`config.mk`:
```
export PLATFORM = sky130hd
export DESIGN_NAME = icape_reboot_ctrl
export DESIGN_NICKNAME = d
export VERILOG_FILES = /design/src/rtl/icape_pkg.sv /design/src/rtl/wb_single_xact.sv /design/src/rtl/icape_reboot_ctrl.sv
export SDC_FILE = /design/constraint.sdc
export NUM_CORES = 1
export LEC_CHECK = 0
export CAP_MARGIN = 20
export CORE_ASPECT_RATIO = 1.4
export CORE_UTILIZATION = 45
export CTS_CLUSTER_SIZE = 10
export DETAILED_ROUTE_END_ITERATION = 12
export PLACE_DENSITY = 0.76
export RECOVER_POWER = 100
export REMOVE_ABC_BUFFERS = 1
export SYNTH_ARGS = -nofsm -noshare
export SYNTH_HDL_FRONTEND = slang
export SYNTH_HIERARCHICAL = 1
export SYNTH_SLANG_ARGS = --single-unit
```
`constraint.sdc`:
```
create_clock -name i_clk -period 3.1 [get_ports i_clk]
set_clock_uncertainty 0.2 [all_clocks]
set_input_delay 0.31 -clock i_clk [delete_from_list [all_inputs] [get_ports i_clk]]
set_output_delay 0.31 -clock i_clk [all_outputs]
set_load 0.03 [all_outputs]
```
`src/rtl/icape_pkg.sv`:
```
// Shared constants and state types for the ICAPE2 reboot controller.
package icape_pkg;

    // ICAPE2 configuration register addresses
    localparam logic [4:0]  RegWbstar  = 5'h10;
    localparam logic [4:0]  RegCmd     = 5'h04;
    localparam logic [4:0]  RegBootsts = 5'h16;

    // CMD register opcode that triggers reconfiguration
    localparam logic [31:0] IprogWord  = 32'h0000_000F;

    typedef enum logic [3:0] {
        StIdle,
        StWstarReq,
        StWstarAck,
        StGap,
        StCmdReq,
        StCmdAck,
        StRdReq,
        StRdAck,
        StDone
    } ctrl_state_e;

    typedef enum logic [1:0] {
        PhIdle,
        PhReq,
        PhAck
    } xact_phase_e;

endpackage

```
`src/rtl/wb_single_xact.sv`:
```
// Single-transaction Wishbone master: launches one strobe on go_i, waits for
// ack, and aborts if the slave does not answer within the timeout window.
module wb_single_xact
    import icape_pkg::*;
#(
    parameter int unsigned LGTIMEOUT = 12
) (
    input  logic        clk_i,
    input  logic        rst_ni,
    input  logic        go_i,
    input  logic        we_i,
    input  logic [4:0]  addr_i,
    input  logic [31:0] data_i,
    input  logic        wb_stall_i,
    input  logic        wb_ack_i,
    input  logic [31:0] wb_data_i,
    output logic        cyc_o,
    output logic        stb_o,
    output logic        we_o,
    output logic [4:0]  addr_o,
    output logic [31:0] data_o,
    output logic        done_o,
    output logic [31:0] rdata_o,
    output logic        timeout_o
);

    xact_phase_e          phase_q, phase_d;
    logic                 we_q, we_d;
    logic [4:0]           addr_q, addr_d;
    logic [31:0]          data_q, data_d;
    logic [LGTIMEOUT-1:0] cnt_q, cnt_d;
    logic [LGTIMEOUT-1:0] cnt_inc;

    assign cnt_inc   = cnt_q + 1'b1;
    assign cyc_o     = (phase_q != PhIdle);
    assign stb_o     = (phase_q == PhReq);
    assign we_o      = we_q;
    assign addr_o    = addr_q;
    assign data_o    = data_q;
    assign rdata_o   = wb_data_i;
    // Acks seen while cyc is low are stray and ignored
    assign done_o    = cyc_o && wb_ack_i;
    // Abort on the edge where the count would reach all-ones; ack wins a tie
    assign timeout_o = cyc_o && !wb_ack_i && (&cnt_inc);

    // Next-state: launch, stall/ack tracking, timeout counting
    always_comb begin
        phase_d = phase_q;
        we_d    = we_q;
        addr_d  = addr_q;
        data_d  = data_q;
        cnt_d   = cnt_q;
        unique case (phase_q)
            PhIdle: begin
                if (go_i) begin
                    phase_d = PhReq;
                    we_d    = we_i;
                    addr_d  = addr_i;
                    data_d  = data_i;
                    cnt_d   = '0;
                end
            end
            PhReq: begin
                cnt_d = cnt_inc;
                if (!wb_stall_i) begin
                    phase_d = PhAck;
                end
            end
            PhAck: begin
                cnt_d = cnt_inc;
            end
            default: phase_d = PhIdle;
        endcase
        if (done_o || timeout_o) begin
            phase_d = PhIdle;
            we_d    = 1'b0;
            addr_d  = '0;
            data_d  = '0;
            cnt_d   = '0;
        end
    end

    // Transaction state registers
    always_ff @(posedge clk_i or negedge rst_ni) begin
        if (!rst_ni) begin
            phase_q <= PhIdle;
            we_q    <= 1'b0;
            addr_q  <= '0;
            data_q  <= '0;
            cnt_q   <= '0;
        end else begin
            phase_q <= phase_d;
            we_q    <= we_d;
            addr_q  <= addr_d;
            data_q  <= data_d;
            cnt_q   <= cnt_d;
        end
    end

endmodule

```
`src/rtl/icape_reboot_ctrl.sv`:
```
// ICAPE2 reboot controller: sequences WBSTAR + IPROG writes for a warm boot,
// or a single BOOTSTS read, through one Wishbone transaction engine.
module icape_reboot_ctrl
    import icape_pkg::*;
#(
    parameter int unsigned LGTIMEOUT = 12
) (
    input  logic        i_clk,
    input  logic        i_reset_n,
    input  logic        i_boot_req,
    input  logic [31:0] i_boot_addr,
    input  logic        i_status_req,
    output logic        o_busy,
    output logic [31:0] o_status,
    output logic        o_status_valid,
    output logic        o_err,
    output logic        o_wb_cyc,
    output logic        o_wb_stb,
    output logic        o_wb_we,
    output logic [4:0]  o_wb_addr,
    output logic [31:0] o_wb_data,
    input  logic        i_wb_ack,
    input  logic        i_wb_stall,
    input  logic [31:0] i_wb_data
);

    ctrl_state_e state_q, state_d;
    logic [31:0] boot_addr_q, boot_addr_d;
    logic [31:0] status_q, status_d;
    logic        status_valid_q, status_valid_d;
    logic        err_q, err_d;

    logic        x_go, x_we, x_done, x_timeout;
    logic [4:0]  x_addr;
    logic [31:0] x_wdata, x_rdata;

    wb_single_xact #(
        .LGTIMEOUT(LGTIMEOUT)
    ) u_xact (
        .clk_i     (i_clk),
        .rst_ni    (i_reset_n),
        .go_i      (x_go),
        .we_i      (x_we),
        .addr_i    (x_addr),
        .data_i    (x_wdata),
        .wb_stall_i(i_wb_stall),
        .wb_ack_i  (i_wb_ack),
        .wb_data_i (i_wb_data),
        .cyc_o     (o_wb_cyc),
        .stb_o     (o_wb_stb),
        .we_o      (o_wb_we),
        .addr_o    (o_wb_addr),
        .data_o    (o_wb_data),
        .done_o    (x_done),
        .rdata_o   (x_rdata),
        .timeout_o (x_timeout)
    );

    assign o_busy         = (state_q != StIdle) && (state_q != StDone);
    assign o_status       = status_q;
    assign o_status_valid = status_valid_q;
    assign o_err          = err_q;

    // Sequencer: request acceptance, per-step transaction launch and completion
    always_comb begin
        state_d        = state_q;
        boot_addr_d    = boot_addr_q;
        status_d       = status_q;
        status_valid_d = 1'b0;
        err_d          = 1'b0;
        x_go           = 1'b0;
        x_we           = 1'b0;
        x_addr         = '0;
        x_wdata        = '0;
        unique case (state_q)
            StIdle: begin
                // Boot takes priority over a simultaneous status request
                if (i_boot_req) begin
                    state_d     = StWstarReq;
                    boot_addr_d = i_boot_addr;
                end else if (i_status_req) begin
                    state_d = StRdReq;
                end
            end
            StWstarReq, StWstarAck: begin
                // The engine only samples go while it is idle
                x_go    = (state_q == StWstarReq);
                x_we    = 1'b1;
                x_addr  = RegWbstar;
                x_wdata = boot_addr_q;
                if (x_timeout) begin
                    state_d = StIdle;
                    err_d   = 1'b1;
                end else if (x_done) begin
                    state_d = StGap;
                end else if (state_q == StWstarReq && o_wb_stb && !i_wb_stall) begin
                    state_d = StWstarAck;
                end
            end
            StGap: begin
                // Launching here gives exactly one cyc-low cycle between writes
                x_go    = 1'b1;
                x_we    = 1'b1;
                x_addr  = RegCmd;
                x_wdata = IprogWord;
                state_d = StCmdReq;
            end
            StCmdReq, StCmdAck: begin
                x_we    = 1'b1;
                x_addr  = RegCmd;
                x_wdata = IprogWord;
                if (x_timeout) begin
                    state_d = StIdle;
                    err_d   = 1'b1;
                end else if (x_done) begin
                    state_d = StDone;
                end else if (state_q == StCmdReq && o_wb_stb && !i_wb_stall) begin
                    state_d = StCmdAck;
                end
            end
            StRdReq, StRdAck: begin
                x_go   = (state_q == StRdReq);
                x_addr = RegBootsts;
                if (x_timeout) begin
                    state_d = StIdle;
                    err_d   = 1'b1;
                end else if (x_done) begin
                    state_d        = StDone;
                    status_d       = x_rdata;
                    status_valid_d = 1'b1;
                end else if (state_q == StRdReq && o_wb_stb && !i_wb_stall) begin
                    state_d = StRdAck;
                end
            end
            StDone: begin
                state_d = StIdle;
            end
            default: state_d = StIdle;
        endcase
    end

    // Sequencer state and result registers
    always_ff @(posedge i_clk or negedge i_reset_n) begin
        if (!i_reset_n) begin
            state_q        <= StIdle;
            boot_addr_q    <= '0;
            status_q       <= '0;
            status_valid_q <= 1'b0;
            err_q          <= 1'b0;
        end else begin
            state_q        <= state_d;
            boot_addr_q    <= boot_addr_d;
            status_q       <= status_d;
            status_valid_q <= status_valid_d;
            err_q          <= err_d;
        end
    end

endmodule

```
Word-level counts from Yosys, hierarchy flattened
Cells that the tools add are included.
{ "totals": {"ff_bits": 122, "inputBits": 70} }
{ "classes": {"add_sub_neg": 1, "n_eq_ne": 17, "muxes": 37, "bitwise_logic": 1, "reduce_logical": 34} }
{ "ops": {"columns": ["operator", "count"], "rows": [
  ["32-bit two-way mux", 3],
  ["32-bit case mux with 2 select lines", 1],
  ["4-bit two-way mux", 11],
  ["12-bit two-way mux", 2],
  ["12-bit case mux with 2 select lines", 1],
  ["4-bit case mux with 5 select lines", 1],
  ["4-bit by 3-bit equality test with 1-bit output, second input constant", 4],
  ["5-bit two-way mux", 3],
  ["5-bit case mux with 3 select lines", 1],
  ["12-bit by 1-bit adder with 12-bit output, second input constant", 1],
  ["4-bit by 2-bit != test with 1-bit output, second input constant", 3],
  ["12-bit AND reduction", 1],
  ["1-bit logical AND", 10],
  ["1-bit two-way mux", 9],
  ["4-bit by 2-bit equality test with 1-bit output, second input constant", 2],
  ["2-bit OR reduction", 4],
  ["2-bit two-way mux", 3],
  ["2-bit case mux with 3 select lines", 1],
  ["2-bit AND reduction", 3],
  ["3-bit AND reduction", 2],
  ["2-bit nonzero test", 3],
  ["6-bit OR reduction", 1],
  ["5-bit OR reduction", 1],
  ["4-bit by 1-bit equality test with 1-bit output, second input constant", 1],
  ["other kinds (17)", 18]
]} }

Depth between registers and ports, before layout
{ "depth": {"depth_word": 7, "ltp_mapped": 10, "ltp_nobuf": 10} }

Cells and area by module
The synthesis kept the hierarchy.
{ "modules_own_cells": {"columns": ["module", "n_inst", "cells_per_inst", "area_each_um2"], "rows": [
  ["icape_reboot_ctrl", 1, 231, 3070.4],
  ["wb_single_xact", 1, 280, 2832.7]
]} }

Worst setup path before layout
No wires, ideal clock.
{ "synth_timing": {"path_type": "register to register", "start": "register u_xact.cnt_q[0]", "end": "register state_q[0]", "setup_ns": 0.125, "arrival_ns": 2.563, "required_ns": 2.775, "path_slack_ns": 0.212, "path_stages_with_launch": 11, "period_less_slack_ns": 2.888, "cell_sequence": "dfrtp_1 > ha_1 > clkbuf_1 > nand2_1 > nor3_2 > xnor2_1 > a211oi_1 > or4b_1 > o32a_1 > o21ai_2 > mux2_4"} }
{ "synth_via": {"elab_chain_cells": 5, "elab_cells_between_ends": 11} }
{ "synth_lines": {"columns": ["element", "line", "source"], "rows": [
  ["from (decl)", "wb_single_xact.sv:31", "logic [LGTIMEOUT-1:0] cnt_q, cnt_d;"],
  ["from (signal assigned)", "wb_single_xact.sv:96", "cnt_q <= cnt_d;"],
  ["12-bit by 1-bit adder with 12-bit output (*)", "wb_single_xact.sv:34", "assign cnt_inc = cnt_q + 1'b1;"],
  ["12-bit AND reduction (*)", "wb_single_xact.sv:44", "assign timeout_o = cyc_o && !wb_ack_i && (&cnt_inc);"],
  ["1-bit logical AND (*)", "wb_single_xact.sv:44", null],
  ["named net x_timeout", "icape_reboot_ctrl.sv:33", "logic x_go, x_we, x_done, x_timeout;"],
  ["4-bit by 2-bit != test with 1-bit output (no line) (tied with other cells)", null, null],
  ["4-bit AND reduction (no line) / 4-bit case mux with 5 select lines (equally long branches)", null, null],
  ["to (signal assigned)", "icape_reboot_ctrl.sv:145", "state_q <= StIdle;"],
  ["to (signal assigned)", "icape_reboot_ctrl.sv:151", "state_q <= state_d;"],
  ["to (decl)", "icape_reboot_ctrl.sv:27", "ctrl_state_e state_q, state_d;"]
]} }
Mark *: on every way through the listed nets, which the timed path passes. The rest lies on a longest branch.
A chain may end at the register's enable or synchronous reset.

Worst setup path after layout
{ "layout_timing": {"start": "register u_xact.cnt_q[0]", "end": "register status_q[13] (netlist: o_status[13])"} }
{ "layout_via": {"elab_chain_cells": 5} }
{ "layout_lines": {"columns": ["element", "line", "source"], "rows": [
  ["12-bit by 1-bit adder with 12-bit output", "wb_single_xact.sv:34", null],
  ["12-bit AND reduction", "wb_single_xact.sv:44", null],
  ["1-bit logical AND", "wb_single_xact.sv:44", null],
  ["named net x_timeout", "icape_reboot_ctrl.sv:33", null],
  ["1-bit NOT (no line)", null, null],
  ["3-bit AND reduction (no line)", null, null],
  ["to (signal assigned)", "icape_reboot_ctrl.sv:153", "status_q <= status_d;"],
  ["to (decl)", "icape_reboot_ctrl.sv:29", "logic [31:0] status_q, status_d;"]
]} }
The timed path passes the listed nets, and every way through them passes these cells.

==> impl_metrics.csv <==
group,metric,value,unit
outcome,status,"finished, final reports clean",
synth,ys.flop_type,"dfrtp_1",
layout,fill_cells,1010,
clock_tree,numCtsBuffers,17,
sta,rsz0062_at_grt,"no",
detailed_routing,antenna_left,0,
clock_tree,cts_htree_levels,4,
floorplan,std_cell_rows,49,
clock_tree,clkTransAtPathRegs,0.06,ns
synth,syn_avg_cell_area,11.6,um2
floorplan,die_height,138,um
grt,grt_pass1_wl,22300,um
worst_setup_path,crit_slowest_cell,"dfrtp_1",
grt,globalRouteTotalUtil,21.2,%
worst_setup_path,cp_cell_sequence,"ha_1 > nand2_1 > nor3_1 > xnor2_1 > a211oi_2 > nand2b_1 > nor2_4 > clkbuf_4 > mux2_2",
layout,syn_to_final_growth,32.2,%
flow_run,maxCapViolCount,0,
place,routabilityCongestion,0.894,
sta,slew_headroom,10.6,%
sta,hold_viol,0,
clock_tree,root_buffer,"clkbuf_16",
synth,synth_cells,511,
synth,netlist_area,5900,um2
layout,layout_common_cells,"dfrtp_1 (122), dlygate4sd3_1 (76), clkdlybuf4s50_1 (68)",
worst_setup_path,crit_required,3.19,ns
layout,finalNetCount,708,
power,p_seq_share,31.7,%
synth,synth_cell_types,51,
synth,async_flop_share,100,%
detailed_routing,viasPerCell,5.51,
clock_tree,clock_path_buffers,2,
power,finalPower,0.00847,W
floorplan,num_io_pins,145,
power,p_int,0.00507,W
sta,setup-tns-final,0,ns
layout,drive_gt1_share,18.3,%
sta,final.period_utilization,93.6,%
worst_setup_path,path_buf_inv,1,
synth,seq_area_frac_synth,51.7,%
sta,finalCriticalPeriod,2.90,ns
layout,num_antenna_cells,0,
floorplan,design.die.area,13600,um2
sta,worst_pin_slew,1.34,ns
power,p_switching,0.00341,W
grt,grt_max_degree,54,
floorplan,fp.coreArea,12800,um2
detailed_routing,drc,0,
power,vdd_drop_max,0.599,mV
floorplan,die_w,98.8,um
clock_tree,clkLatencyLatePin,0.41,ns
place,dp_hpwl,9480,um
detailed_routing,wl_per_cell,17.3,um
power,clockPowerShare,21.6,%
sta,hold_slack,0.284,ns
grt,grt_pass1_vias,4645,
worst_setup_path,critical_path_class,"flip-flop to flip-flop",
layout,final_core_util,60.9,%
worst_setup_path,cp-end-kind,"flip-flop",
clock_tree,cts.sinks,122,
worst_setup_path,worst_ep_arrival_time,2.99,ns
floorplan,initial_core_util,46.1,%
clock_tree,tritoncts,"done",
layout,final_common_cell,"dfrtp_1",
detailed_routing,wl,13800,um
place,port_buffers,144,
worst_setup_path,cp_top_family,"simple AND/OR/NAND/NOR gates",
power,swShare,40.2,%
synth,synth-edff-count,0,
clock_tree,cts_setup_buffers,0,
power,p_comb_share,46.6,%
sta,slew_viol_final,0,
sta,fmax,0.345,GHz
worst_setup_path,cp-start-kind,"flip-flop",
worst_setup_path,cp_max_fo,22,
detailed_routing,drtIter0Drc,181,
power,powerDensity,1090,nW/um2
synth,ys_ff_latch,122,
synth,yosys_warnings,6,
grt,antenna_found_initial,0,
power,p_leak,3.81,nW
hold_path,hold_class,"flip-flop to flip-flop",
sta,setup_viol,0,
detailed_routing,dr.pass1.iters,4,
detailed_routing,vias,4393,
grt,grt-ovfl-total,0,
worst_setup_path,max_stage_delay,0.40,ns
==> Yosys cell counts, types with 3 or more instances <==
| master | instances | area, um2 |
|---|---|---|
| inv_1 | 9 | 33.8 |
| nand2b_1 | 4 | 25.0 |
| mux2_1 | 5 | 56.3 |
| clkbuf_1 | 18 | 67.6 |
| buf_6 | 6 | 67.6 |
| and3_1 | 32 | 200 |
| nand3_1 | 8 | 40.0 |
| or3_1 | 3 | 18.8 |
| a211oi_1 | 5 | 37.5 |
| o21ai_0 | 7 | 35.0 |
| a31oi_1 | 3 | 18.8 |
| mux2i_1 | 38 | 380 |
| nor3b_1 | 4 | 30.0 |
| o21bai_1 | 4 | 30.0 |
| nor2_1 | 21 | 78.8 |
| nor3_1 | 46 | 230 |
| nand2_1 | 13 | 48.8 |
| buf_4 | 32 | 240 |
| ha_1 | 6 | 75.1 |
| mux2_2 | 59 | 664 |
| a21oi_1 | 18 | 90.1 |
| dfrtp_1 | 122 | 3050 |
| buf_2 | 10 | 50.1 |
==> power by group through the flow <==
stage                     Clock [W]  Sequential [W]  Combinational [W]
after global routing        0.00194         0.00278            0.00426
after global placement            0         0.00270            0.00408
after CTS                   0.00187         0.00271            0.00420
final                       0.00183         0.00269            0.00395
after floorplan                   0         0.00343            0.00185
after detailed placement          0         0.00272            0.00417
==> metal layers <==
| metal | part of all wire, % | vias to the layer above | wire length, um | track usage, % |
|---|---|---|---|---|
| li1 | - | 2029 | - | - |
| met3 | 8.6 | 9 | 1190 | 8.47 |
| met1 | 38 | 2193 | 5240 | 22.7 |
| met4 | 0.73 | 0 | 101 | 8.46 |
| met2 | 53 | 162 | 7270 | 37.3 |
| met5 | 0 | - | 0 | 0 |
==> worst paths after layout <==
check                                startpoint           endpoint  slack (ns)  depth (start not counted)
max in group asynchronous             i_reset_n  u_xact/data_o[12]        0.50                          3
worst max register to register  u_xact/cnt_q[0]       o_status[13]        0.20                          9
worst min register to register     o_status[18]       o_status[18]        0.28                          1
worst min-delay path               o_status[18]       o_status[18]        0.28                          1
worst max-delay path            u_xact/cnt_q[0]       o_status[13]        0.20                          9
min in group asynchronous             i_reset_n       o_status[18]        0.56                          2
==> layout make-up <==
cell class / count / area (um2) / share of cell area [%]
Clock buffer: 17 / 425 / 5.45
Clock inverter: 14 / 125 / 1.60
Inverter: 9 / 33.8 / 0.433
Tap cell: 153 / 191 / 2.45
Timing Repair Buffer: 168 / 1590 / 20.4
Sequential cell: 122 / 3050 / 39.1
Multi-Input combinational cell: 314 / 2390 / 30.6
==> cells by family after synthesis <==
logic type	synth area share (%)
compound gates	6.06
xor+xnor	0.594
buf+inv	7.84
fa+ha+maj	1.27
simple gates	13.3
other cells	0.0635
mux	19.2
flops	51.7
==> sequential cells by signal, summed over array words and instances (netlist names) <==
register	count
boot_addr_q	32
o_status	32
u_xact/data_o	32
u_xact/cnt_q	12
u_xact/addr_o	5
state_q	4
u_xact/phase_q	2
o_err	1
o_status_valid	1
u_xact/we_o	1
==> stage by stage <==
step	instances	worst slack, ns	instance area, um2
floorplan	445	-0.825	5480
global placement	765	0.208	7340
detailed placement	765	0.114	7340
CTS	797	0.0991	7900
global route	797	0.0243	7810
finish	797	0.198	7810
==> timing repair <==
action                                  CTS  global route
gates resized for setup                   0             2
hold buffers                              1             0
endpoints found under the hold margin    50             0
endpoints found under the setup margin    0            28
Power figures use the tool's default switching activity.
